[config.mk]
export PLATFORM = sky130hd
export DESIGN_NAME = gamepad_input_conditioner
export DESIGN_NICKNAME = d
export VERILOG_FILES = /design/src/rtl/gamepad_input_conditioner.sv
export SDC_FILE = /design/constraint.sdc
export NUM_CORES = 1
export LEC_CHECK = 0
export ABC_CLOCK_PERIOD_IN_PS = 5550
export CELL_PAD_IN_SITES_DETAIL_PLACEMENT = 0
export CELL_PAD_IN_SITES_GLOBAL_PLACEMENT = 1
export CORE_UTILIZATION = 45
export DETAILED_ROUTE_END_ITERATION = 6
export PLACE_DENSITY_LB_ADDON = 0.1
export RECOVER_POWER = 25
export SYNTH_ARGS = -nofsm -noshare
export SYNTH_HDL_FRONTEND = slang
export SYNTH_SLANG_ARGS = --single-unit
[constraint.sdc]
create_clock -name clk -period 5.55 [get_ports clk]
set_input_delay 1.11 -clock clk [delete_from_list [all_inputs] [get_ports clk]]
set_output_delay 1.11 -clock clk [all_outputs]
set_load 0.1 [all_outputs]
[src/rtl/gamepad_input_conditioner.sv]
// gamepad_input_conditioner
//
// Conditions raw gamepad buttons before they reach the USB gamepad controller FSM.
// Each raw input first passes through a two-flop synchroniser and then a counting
// debouncer. An arbiter turns each accepted press into a one-hot pulse that lasts
// PULSE_CYCLES. Downstream logic therefore never sees two buttons high at once.
// While a button stays held, the arbiter can optionally re-pulse it (auto-repeat).
//
// Ports:
//   clk           system clock
//   reset         synchronous, active-high reset
//   raw_mode_i    raw mode switch (async, bouncing)
//   raw_*_i       raw buttons L,R,U,D,A,B,X,Y (async, bouncing)
//   mode_o        synchronised and debounced mode level
//   L_o..Y_o      conditioned buttons; at most one of the eight is high in any cycle
//   busy_o        high whenever the arbiter is not idle
//   drop_cnt_o    saturating count of button rises discarded while the arbiter was busy
module gamepad_input_conditioner #(
    parameter int DEBOUNCE_CYCLES = 16,
    parameter int PULSE_CYCLES    = 2,
    parameter int REPEAT_CYCLES   = 0
) (
    input  logic       clk,
    input  logic       reset,
    input  logic       raw_mode_i,
    input  logic       raw_L_i,
    input  logic       raw_R_i,
    input  logic       raw_U_i,
    input  logic       raw_D_i,
    input  logic       raw_A_i,
    input  logic       raw_B_i,
    input  logic       raw_X_i,
    input  logic       raw_Y_i,
    output logic       mode_o,
    output logic       L_o,
    output logic       R_o,
    output logic       U_o,
    output logic       D_o,
    output logic       A_o,
    output logic       B_o,
    output logic       X_o,
    output logic       Y_o,
    output logic       busy_o,
    output logic [7:0] drop_cnt_o
);

    localparam int NIN = 9;
    localparam int CW  = $clog2(DEBOUNCE_CYCLES + 1);
    localparam int PW  = (PULSE_CYCLES > 1) ? $clog2(PULSE_CYCLES) : 1;
    localparam int RW  = (REPEAT_CYCLES > 1) ? $clog2(REPEAT_CYCLES) : 1;
    localparam logic [CW-1:0] DB_LAST = CW'(DEBOUNCE_CYCLES - 1);
    localparam logic [PW-1:0] P_LAST  = PW'(PULSE_CYCLES - 1);
    localparam logic [RW-1:0] R_LAST  = RW'((REPEAT_CYCLES > 0) ? REPEAT_CYCLES - 1 : 0);

    typedef enum logic [1:0] {IDLE, ACTIVE, HOLD, RELEASE} state_t;

    // Bit order: 0..7 = L,R,U,D,A,B,X,Y. The lowest index wins arbitration. Bit 8 is mode.
    logic [NIN-1:0] rawVec;
    logic [NIN-1:0] sync1_q, sync2_q;
    logic [NIN-1:0] db_q, db_d;
    logic [CW-1:0]  dbCnt_q [NIN];
    logic [CW-1:0]  dbCnt_d [NIN];
    logic [7:0]     rise_q, rise_d;

    state_t         state_q, state_d;
    logic [2:0]     sel_q, sel_d;
    logic [PW-1:0]  pcnt_q, pcnt_d;
    logic [RW-1:0]  hcnt_q, hcnt_d;
    logic [7:0]     btnOut_q, btnOut_d;
    logic           busy_q, busy_d;
    logic           mode_q;
    logic [7:0]     dropCnt_q, dropCnt_d;

    logic [2:0]     pick;
    logic [3:0]     riseCount;
    logic [3:0]     dropInc;
    logic [8:0]     dropSum;

    assign rawVec = {raw_mode_i, raw_Y_i, raw_X_i, raw_B_i, raw_A_i,
                     raw_D_i, raw_U_i, raw_R_i, raw_L_i};

    // Two-flop synchroniser for every raw input.
    always_ff @(posedge clk) begin
        if (reset) begin
            sync1_q <= '0;
            sync2_q <= '0;
        end else begin
            sync1_q <= rawVec;
            sync2_q <= sync1_q;
        end
    end

    // Debounce: count consecutive cycles in which the synced value disagrees with the
    // debounced value. Any agreement restarts the count. On the last count, the debounced
    // value flips and the counter clears. rise_d flags a 0->1 flip of a button, which is
    // registered so that the flag lasts exactly one cycle.
    always_comb begin
        for (int i = 0; i < NIN; i++) begin
            dbCnt_d[i] = '0;
            db_d[i]    = db_q[i];
            if (sync2_q[i] != db_q[i]) begin
                if (dbCnt_q[i] == DB_LAST) begin
                    db_d[i] = ~db_q[i];
                end else begin
                    dbCnt_d[i] = dbCnt_q[i] + 1'b1;
                end
            end
        end
        rise_d = db_d[7:0] & ~db_q[7:0];
    end

    always_ff @(posedge clk) begin
        if (reset) begin
            db_q   <= '0;
            rise_q <= '0;
            for (int i = 0; i < NIN; i++) begin
                dbCnt_q[i] <= '0;
            end
        end else begin
            db_q   <= db_d;
            rise_q <= rise_d;
            for (int i = 0; i < NIN; i++) begin
                dbCnt_q[i] <= dbCnt_d[i];
            end
        end
    end

    // Arbiter selection logic. The winner is the lowest-index rise. Every other rise in
    // the same cycle is dropped, and while the arbiter is busy every rise is dropped.
    // The drop counter saturates at 8'hFF.
    always_comb begin
        pick      = 3'd0;
        riseCount = 4'd0;
        for (int i = 7; i >= 0; i--) begin
            if (rise_q[i]) begin
                pick = 3'(i);
            end
        end
        for (int i = 0; i < 8; i++) begin
            riseCount = riseCount + {3'd0, rise_q[i]};
        end
        if (state_q != IDLE) begin
            dropInc = riseCount;
        end else if (riseCount != 4'd0) begin
            dropInc = riseCount - 4'd1;
        end else begin
            dropInc = 4'd0;
        end
        dropSum   = {1'b0, dropCnt_q} + {5'd0, dropInc};
        dropCnt_d = dropSum[8] ? 8'hFF : dropSum[7:0];
    end

    // Arbiter next-state logic. In HOLD, a released selected button takes priority over
    // the repeat timer. The one-hot outputs and busy are registered from the next state,
    // so they change on the same edge as the state.
    always_comb begin
        state_d = state_q;
        sel_d   = sel_q;
        pcnt_d  = pcnt_q;
        hcnt_d  = hcnt_q;
        case (state_q)
            IDLE: begin
                if (rise_q != 8'd0) begin
                    sel_d   = pick;
                    pcnt_d  = '0;
                    state_d = ACTIVE;
                end
            end
            ACTIVE: begin
                if (pcnt_q == P_LAST) begin
                    hcnt_d  = '0;
                    state_d = HOLD;
                end else begin
                    pcnt_d = pcnt_q + 1'b1;
                end
            end
            HOLD: begin
                if (!db_q[sel_q]) begin
                    state_d = (db_q[7:0] != 8'd0) ? RELEASE : IDLE;
                end else if (REPEAT_CYCLES != 0) begin
                    if (hcnt_q == R_LAST) begin
                        pcnt_d  = '0;
                        state_d = ACTIVE;
                    end else begin
                        hcnt_d = hcnt_q + 1'b1;
                    end
                end
            end
            RELEASE: begin
                if (db_q[7:0] == 8'd0) begin
                    state_d = IDLE;
                end
            end
            default: state_d = IDLE;
        endcase
        btnOut_d = (state_d == ACTIVE) ? (8'd1 << sel_d) : 8'd0;
        busy_d   = (state_d != IDLE);
    end

    // Arbiter and output registers. The mode flop adds one stage after its debouncer,
    // which gives mode the same latency as the buttons.
    always_ff @(posedge clk) begin
        if (reset) begin
            state_q   <= IDLE;
            sel_q     <= '0;
            pcnt_q    <= '0;
            hcnt_q    <= '0;
            btnOut_q  <= '0;
            busy_q    <= 1'b0;
            mode_q    <= 1'b0;
            dropCnt_q <= '0;
        end else begin
            state_q   <= state_d;
            sel_q     <= sel_d;
            pcnt_q    <= pcnt_d;
            hcnt_q    <= hcnt_d;
            btnOut_q  <= btnOut_d;
            busy_q    <= busy_d;
            mode_q    <= db_q[8];
            dropCnt_q <= dropCnt_d;
        end
    end

    assign {Y_o, X_o, B_o, A_o, D_o, U_o, R_o, L_o} = btnOut_q;
    assign busy_o     = busy_q;
    assign mode_o     = mode_q;
    assign drop_cnt_o = dropCnt_q;

endmodule

Word-level counts from Yosys, hierarchy flattened:

Memories as Yosys holds them, arrays and structs flattened.
Cells that the tools add are included.

* equality and inequality tests: 23
* multiplexer cells: 70
* shifts and indexed selects: 1
* reduce and logical (&&, ||, !) cells: 11
* add/subtract/negate cells: 19
* bitwise logic cells: 21
* order comparisons: 1

Operators with widths (number)
* 2-to-1 mux 5 bit: 27
* adder 5 x 1 -> 5 bit (second input constant): 9
* equality test 5 x 4 -> 1 bit (second input constant): 9
* 2-to-1 mux 3 bit: 10
* 2-to-1 mux 1 bit: 22
* adder 4 x 1 -> 4 bit: 4
* nonzero test 8 bit: 2
* 2-to-1 mux 2 bit: 5
* inverter 1 bit: 10
* adder 8 x 4 -> 9 bit: 1
* != test 1 bit: 9
* OR 1 bit: 9
* bitwise AND 8 bit: 1
* logical NOT 8 bit: 1
* 2-to-1 mux 4 bit: 2
* 2-to-1 mux 8 bit: 1
* inverter 8 bit: 1
* case mux 2 bit (4 select lines): 1
* left shift 1 x 3 -> 8 bit (first input constant): 1
* nonzero test 2 bit: 3
* less-than comparator 3 x 5 -> 1 bit (second input constant): 1
* adder 3 x 1 -> 4 bit: 1
* equality test 2 x 1 -> 1 bit (second input constant): 2
* equality test 2 bit (second input constant): 2
* other kinds (11): 12

* register bits: 59
* bits of input ports: 11
* memories: 1
* RAM bits: 45
* output and inout port bits: 18
* word-level logic and storage cells: 159

Memories
* dbCnt_q: depth 9, bits a word 5, read ports 9, clocked after Yosys merged registers in 0, write ports 9, line 61 `logic [CW-1:0] dbCnt_q [NIN];`

Logic depth before layout (Yosys ltp):

Gate-level depths: netlist of run 1.

* word-level depth: 12
* gate-level depth with buffers: 19

Worst setup path before layout of run 1:

No wires, ideal clock.

* path kind: register -> register
* start: register rise_q[0]
* end: register dropCnt_q[6] (netlist: drop_cnt_o[6])
* clock period less this slack: 4.704 ns
* required time: 5.471 ns
* slack: 0.846 ns
* path buffers: 0
* arrival time: 4.625 ns
* stages on the path, launching flop included: 20
* cells stage by stage: dfxtp_1 -> inv_1 -> fa_1 -> fa_1 -> fa_1 -> inv_1 -> ha_1 -> inv_1 -> fa_1 -> ha_1 -> nand3b_1 -> nand3_1 -> o21ai_0 -> ha_1 -> fa_1 -> and2_1 -> o21ai_0 -> a21boi_0 -> and4b_1 -> nor3_1

* cells in the longest elaborated chain, start to end: 12
* elaborated cells on any way between the ends: 13
* classes of those cells: 9 x add/sub; 3 x mux; 1 x reduce/logical

Ends and longest elaborated chain
* from (decl): line 63 `logic [7:0] rise_q, rise_d;`
* from (signal assigned): line 121 `rise_q <= rise_d;`
* adder 1 x 1 -> 2 bit (*): line 140 `riseCount = riseCount + {3'd0, rise_q[i]};`
* adder 2 x 1 -> 3 bit (*): line 140
* adder 3 x 1 -> 4 bit (*): line 140
* adder 4 x 1 -> 4 bit (*) (4 in series): line 140
* subtractor 4 x 1 -> 4 bit or nonzero test 4 bit (tied branches): line 145, 144
* 2-to-1 mux 4 bit: line 144 `end else if (riseCount != 4'd0) begin`
* 2-to-1 mux 4 bit (*): line 142 `if (state_q != IDLE) begin`
* adder 8 x 4 -> 9 bit (*): line 149 `dropSum = {1'b0, dropCnt_q} + {5'd0, dropInc};`
* 2-to-1 mux 8 bit (*): line 150 `dropCnt_d = dropSum[8] ? 8'hFF : dropSum[7:0];`
* to (signal assigned): line 220 `dropCnt_q <= dropCnt_d;`
* to (decl): line 72 `logic [7:0] dropCnt_q, dropCnt_d;`

Mark *: on every way between the ends. The rest lies on a longest branch, timed or not.
A chain may end at the register's enable or synchronous reset.

Final worst setup path of run 1:

Same ends and word-level chain as after synthesis.

==> impl_metrics.toml, run 1 <==
[cts]
clkLatencyLatePin_ns = 0.35
cts_tree = "built"
clk_pin_slew_ns = 0.09
cts_resized = 0
post-cts-setup-buffers = 0
cts_buffer_depth = 2
cts-buffers-inserted = 9
cts_root_buf = "clkbuf_8"
hold_buffers = 0
htree_levels = 3
clock-sinks = 104

[place]
gp_congestion = 0.764
io_buffer_count = 28
dp_hpwl_um = 4780

[cells_and_area]
layout.nets = 506
antennaDiodeCount = 0
drive_gt1_share_pct = 4.93
layout_common_cells = "dfxtp_1, nor2_1, inv_1, ha_1, clkdlybuf4s50_1"
final_common_cell = "dfxtp_1"
areaGrowthSynthToFinish_pct = 14.6

[status]
violations = "max-capacitance violations, max-slew violations"
status = "finished, violations left"

[hold_path]
hp-class = "reg -> reg"

[drt]
firstDrtPassIters = 4
antenna_left = 0
remaining_drc_errors = 0
detail_route.vias_per_cell = 4.83
drtIter0Drc = 74
post_drt_wl_per_cell_um = 11.1
drt_wl_total_um = 6420
vias = 2792

[timing]
maxSlewViolCount = 44
rsz0062_at_grt = "no"
fin_setup_tns_ns = 0
skew_ns = 0.0118
hold_viol = 0
layout_min_cycle_time_ns = 5.09
fin_crit_sh_pct = 91.8
tightestPinTransition_ns = 1.75
relSlewSlack_pct = -16.6
max_freq_mhz = 196
setup_viol = 0

[critical_path]
endpoint_kind = "flop"
critPathMaxFanout = 6
crit_type = "reg -> reg"
start_kind = "flop"
cp.required_ns = 5.82
critical_path_arrival_ns = 5.36

[power]
power_mw = 1.33
ir_drop_mv = 0.131
powerDensity_mw_per_mm2 = 274
leakage_nw = 1.84

[synthesis]
async_flop_share_pct = 0
synth_edf_count = 0
ys_warn_count = 0
ys_ff_latch = 104
synth.distinct_cells = 48
synth.avg_cell_area_sq_um = 9.79
synth_fp_nets = 475
syn-cell-area_sq_mm = 0.00423
seq_area_frac_synth_pct = 49.2
synthFlopType = "dfxtp_1"
syn-instance-count = 432

[global_route]
grt_max_degree = 44
grt_pass1_vias = 2574
grt_pass1_wl_um = 11200
grtUsageTotal_pct = 14.5
antenna_found_initial = 0
grt-ovfl-total = 0

[die]
die_width_um = 99.0
ios = 29
core.rowCount = 35
initial_utilization_pct = 46.2
fp.dieH_um = 99.0
die_area_sq_mm = 0.00979
core-area_sq_mm = 0.00915

[flow_run]
max_cap_viol_count = 1
layout make-up:
cell class                 instances  area, sq um
fill                             857         4300
clock buffer                      10          138
sequential                       104         2080
clock inverter                     5          105
inverter                          35          131
timing repair buffer              29          278
multi-input combinational        284         1980
tap                              111          139
logic make-up (layout without fill, tap and decap cells):
logic type	Yosys count	count (layout)	share of synthesized area, %
flip-flops	104	104	49.2
multiplexers	13	13	3.40
buffers and inverters	44	79	4.08
adder cells (fa/ha/maj)	32	32	10.4
AO/OA/AOI/OAI	45	45	7.22
XOR/XNOR	30	30	6.21
AND/OR/NAND/NOR	164	164	19.5
synthesized netlist by cell type, types with 2 or more instances:
master	n	area [sq um]
a31oi_1	2	12.5
nand2_1	7	26.3
a21oi_1	12	60.1
nand3_1	12	60.1
ha_1	27	338
nand4_1	2	12.5
a21o_1	2	15.0
dfxtp_1	104	2080
nand3b_1	2	15.0
and3_1	11	68.8
inv_1	35	131
o21ai_0	11	55.1
a211oi_1	3	22.5
xor2_1	11	96.3
a221oi_1	2	17.5
nor2b_1	23	144
nor2_1	72	270
nor3_1	15	75.1
nand2b_1	3	18.8
or3_1	9	56.3
clkbuf_1	8	30.0
fa_1	5	100
xnor2_1	19	166
mux2i_1	11	110
final timing paths:
path | from | end | slack (ns) | cells after the start
worst max register to register | rise_q[0] | drop_cnt_o[6] | 0.46 | 19
worst min-delay path | sync1_q[8] | sync2_q[8] | 0.43 | 1
worst min register to register | sync1_q[8] | sync2_q[8] | 0.43 | 1
worst max-delay path | rise_q[0] | drop_cnt_o[6] | 0.46 | 19
per-layer routing:
metal	track usage, %	wire length, um
met2	23.9	2900
met3	3.40	152
met4	5.86	111
met1	18.3	3260
met5	0	0
worst max-delay path, cell delays in order (launching register included):
cell	delay, ns
dfxtp_1	0.41
inv_1	0.11
fa_1	0.57
fa_1	0.43
fa_1	0.43
inv_1	0.06
ha_1	0.15
inv_1	0.05
fa_1	0.52
ha_1	0.21
nand3b_1	0.10
nand3_1	0.09
o21ai_0	0.09
ha_1	0.24
fa_1	0.40
and2_1	0.18
o21ai_0	0.27
a21boi_0	0.30
and4b_1	0.26
nor3_1	0.14
metrics by stage:
| step | util [%] | instances | setup WS (ns) | cell area [sq um] | hold slack, ns |
|---|---|---|---|---|---|
| 6_report | 53.0 | 578 | 0.455 | 4850 | 0.432 |
| 5_1_grt | 53.0 | 578 | 0.0598 | 4850 | 0.451 |
| 4_1_cts | 53.0 | 578 | 0.465 | 4850 | 0.437 |
| 3_5_place_dp | 50.4 | 563 | 0.468 | 4610 | 0.424 |
| 3_3_place_gp | 50.4 | 563 | 0.599 | 4610 | 0.422 |
| 2_1_floorplan | - | 432 | 0.846 | 4230 | 0.414 |
power by group:
group / switching (mW) / internal, mW / total (mW)
logic: 0.0122 / 0.0129 / 0.0250
registers: 0.00360 / 0.754 / 0.757
clock network: 0.238 / 0.309 / 0.548
state kept, by name, indices dropped and copies added (netlist names):
name        cells
sync1_q         9
mode_o          1
pcnt_q          1
sync2_q         9
drop_cnt_o      8
state_q         2
sel_q           3
db_q            9
dbCnt_q        45
btnOut_q        8
busy_o          1
rise_q          8
Note: power is estimated with default switching activity, not from simulation.
==> run 2, diff against run 1 <==
CORE_MARGIN = 2   (was default)
==> run 2 against run 1 <==
The run still ends with max-capacitance violations, max-slew violations left. Combinational power is 2% higher. Cell area decreased by 1.0%. Utilization shrank 0.80 points. Critical endpoint unchanged. Hold slack better by 0.0080 ns. Non-clock buffer count stayed put. Power down 8.2%. Sequential cell count stayed put. Largest cell class unchanged. Count of clock-buffer cells in the layout unchanged.
==> impl_metrics.toml, run 2 (synthesis gave the netlist of run 1 again) <==
[timing]
setup_viol = 0
skew_ns = 0.0129
maxSlewViolCount = 60
hold_viol = 0
setup_ws_ns = 0.537
relSlewSlack_pct = -58.8
max_freq_mhz = 199
fin_crit_sh_pct = 90.3
tightestPinTransition_ns = 2.38
fin_setup_tns_ns = 0
rsz0062_at_grt = "no"
layout_min_cycle_time_ns = 5.01

[global_route]
grt_max_degree = 60
grtUsageTotal_pct = 14.4
grt-ovfl-total = 0
grt_pass1_wl_um = 11800
antenna_found_initial = 0
grt_pass1_vias = 2705

[drt]
drt_wl_total_um = 6500
drtIter0Drc = 55
antenna_left = 0
vias = 2811
post_drt_wl_per_cell_um = 11.2
remaining_drc_errors = 0
detail_route.vias_per_cell = 4.85
firstDrtPassIters = 4

[critical_path]
crit_type = "reg -> reg"
cp.required_ns = 5.81
endpoint_kind = "flop"
reg2reg_setup_slack_ns = 0.54
critical_path_arrival_ns = 5.27
start_kind = "flop"
critPathMaxFanout = 6

[die]
fp.dieH_um = 101
initial_utilization_pct = 46.0
core.rowCount = 35
ios = 29
die_area_sq_mm = 0.0102
core-area_sq_mm = 0.00920
die_width_um = 101

[power]
p_seq_share_pct = 62.0
power_mw = 1.22
swShare_pct = 22.3
ir_drop_mv = 0.141
p_int_mw = 0.949
power_switching_mw = 0.273
powerDensity_mw_per_mm2 = 254
clock_power_share_pct = 35.9
pwr-share-comb_pct = 2.1
leakage_nw = 1.82

[cts]
post-cts-setup-buffers = 0
clk_pin_slew_ns = 0.10
cts_buffer_depth = 2
cts_root_buf = "clkbuf_8"
cts-buffers-inserted = 9
htree_levels = 3
clkLatencyLatePin_ns = 0.36
cts_tree = "built"
clock-sinks = 104

[place]
io_buffer_count = 28
dp_hpwl_um = 4770
dpl_cell_area_sq_mm = 0.00461
gp_congestion = 0.824
dp_slack_ns = 0.465

[cells_and_area]
layout.nets = 506
num-fill-cells = 867
layout_common_cells = "dfxtp_1, nor2_1, inv_1, ha_1, clkdlybuf4s50_1"
fin_util_pct = 52.2
areaGrowthSynthToFinish_pct = 13.4
register_area_sq_mm = 0.00208
multi_input_area_sq_mm = 0.00198
final_cell_area_sq_mm = 0.00480
largest_reg_flops = 45
final_common_cell = "dfxtp_1"
top_register = "dbCnt_q"
antennaDiodeCount = 0
drive_gt1_share_pct = 5.34

[hold_path]
hp-class = "reg -> reg"

[status]
violations = "max-capacitance violations, max-slew violations"
status = "finished, violations left"

[flow_run]
max_cap_viol_count = 1
-- run 2: per-layer routing --
metal,track usage [%],routed length [um],vias up
li1,-,-,1501
met1,17.9,3210,1275
met2,24.3,3060,29
met3,3.40,150,6
met4,5.20,74,0
met5,0,0,-
-- run 2: stage by stage --
step	instances	hold slack (ns)
after floorplan	432	0.414
after global placement	563	0.420
after detailed placement	563	0.424
after CTS	579	0.444
after global routing	579	0.461
final	579	0.440
-- run 2: final cells by class --
| type | instances | share of cell area [%] |
|---|---|---|
| flip-flops and latches | 104 | 43.4 |
| multi-input cells | 284 | 41.2 |
| repair buffers | 29 | 5.81 |
| clock inverters | 6 | 1.12 |
| clock buffers | 10 | 2.87 |
| inverters | 35 | 2.74 |
| well taps | 111 | 2.89 |
-- run 2: worst paths after layout --
path                   start             to  cells after the start
setup / recovery   rise_q[0]  drop_cnt_o[6]                     19
hold / removal    sync1_q[8]     sync2_q[8]                      1
setup reg to reg   rise_q[0]  drop_cnt_o[6]                     19
hold reg to reg   sync1_q[8]     sync2_q[8]                      1
-- run 2: power by group through the flow --
stage | sequential [mW] | combinational, mW | clock (mW)
after floorplan | 0.774 | 0.0161 | 0
after global placement | 0.775 | 0.0257 | 0
after detailed placement | 0.775 | 0.0262 | 0
after CTS | 0.758 | 0.0263 | 0.462
after global routing | 0.759 | 0.0295 | 0.489
final | 0.757 | 0.0255 | 0.438
-- run 2: repair_timing --
| item | 4_1_cts | 5_1_grt |
|---|---|---|
| endpoints found under the setup margin | 0 | 1 |
| resized for setup | 0 | 1 |
| hold endpoints to repair | 0 | 0 |
| hold buffers | 0 | 0 |
-- run 2: worst max-delay path, cell delays in order, from the launching register on --
cell and delay [ns]:
dfxtp_1 0.41, inv_1 0.10, fa_1 0.57, fa_1 0.43, fa_1 0.43, inv_1 0.06
ha_1 0.15, inv_1 0.05, fa_1 0.52, ha_1 0.20, nand3b_1 0.11, nand3_1 0.09
o21ai_0 0.09, ha_1 0.25, fa_1 0.41, and2_1 0.19, o21ai_0 0.29, a21boi_1 0.22
and4b_1 0.22, nor3_1 0.15
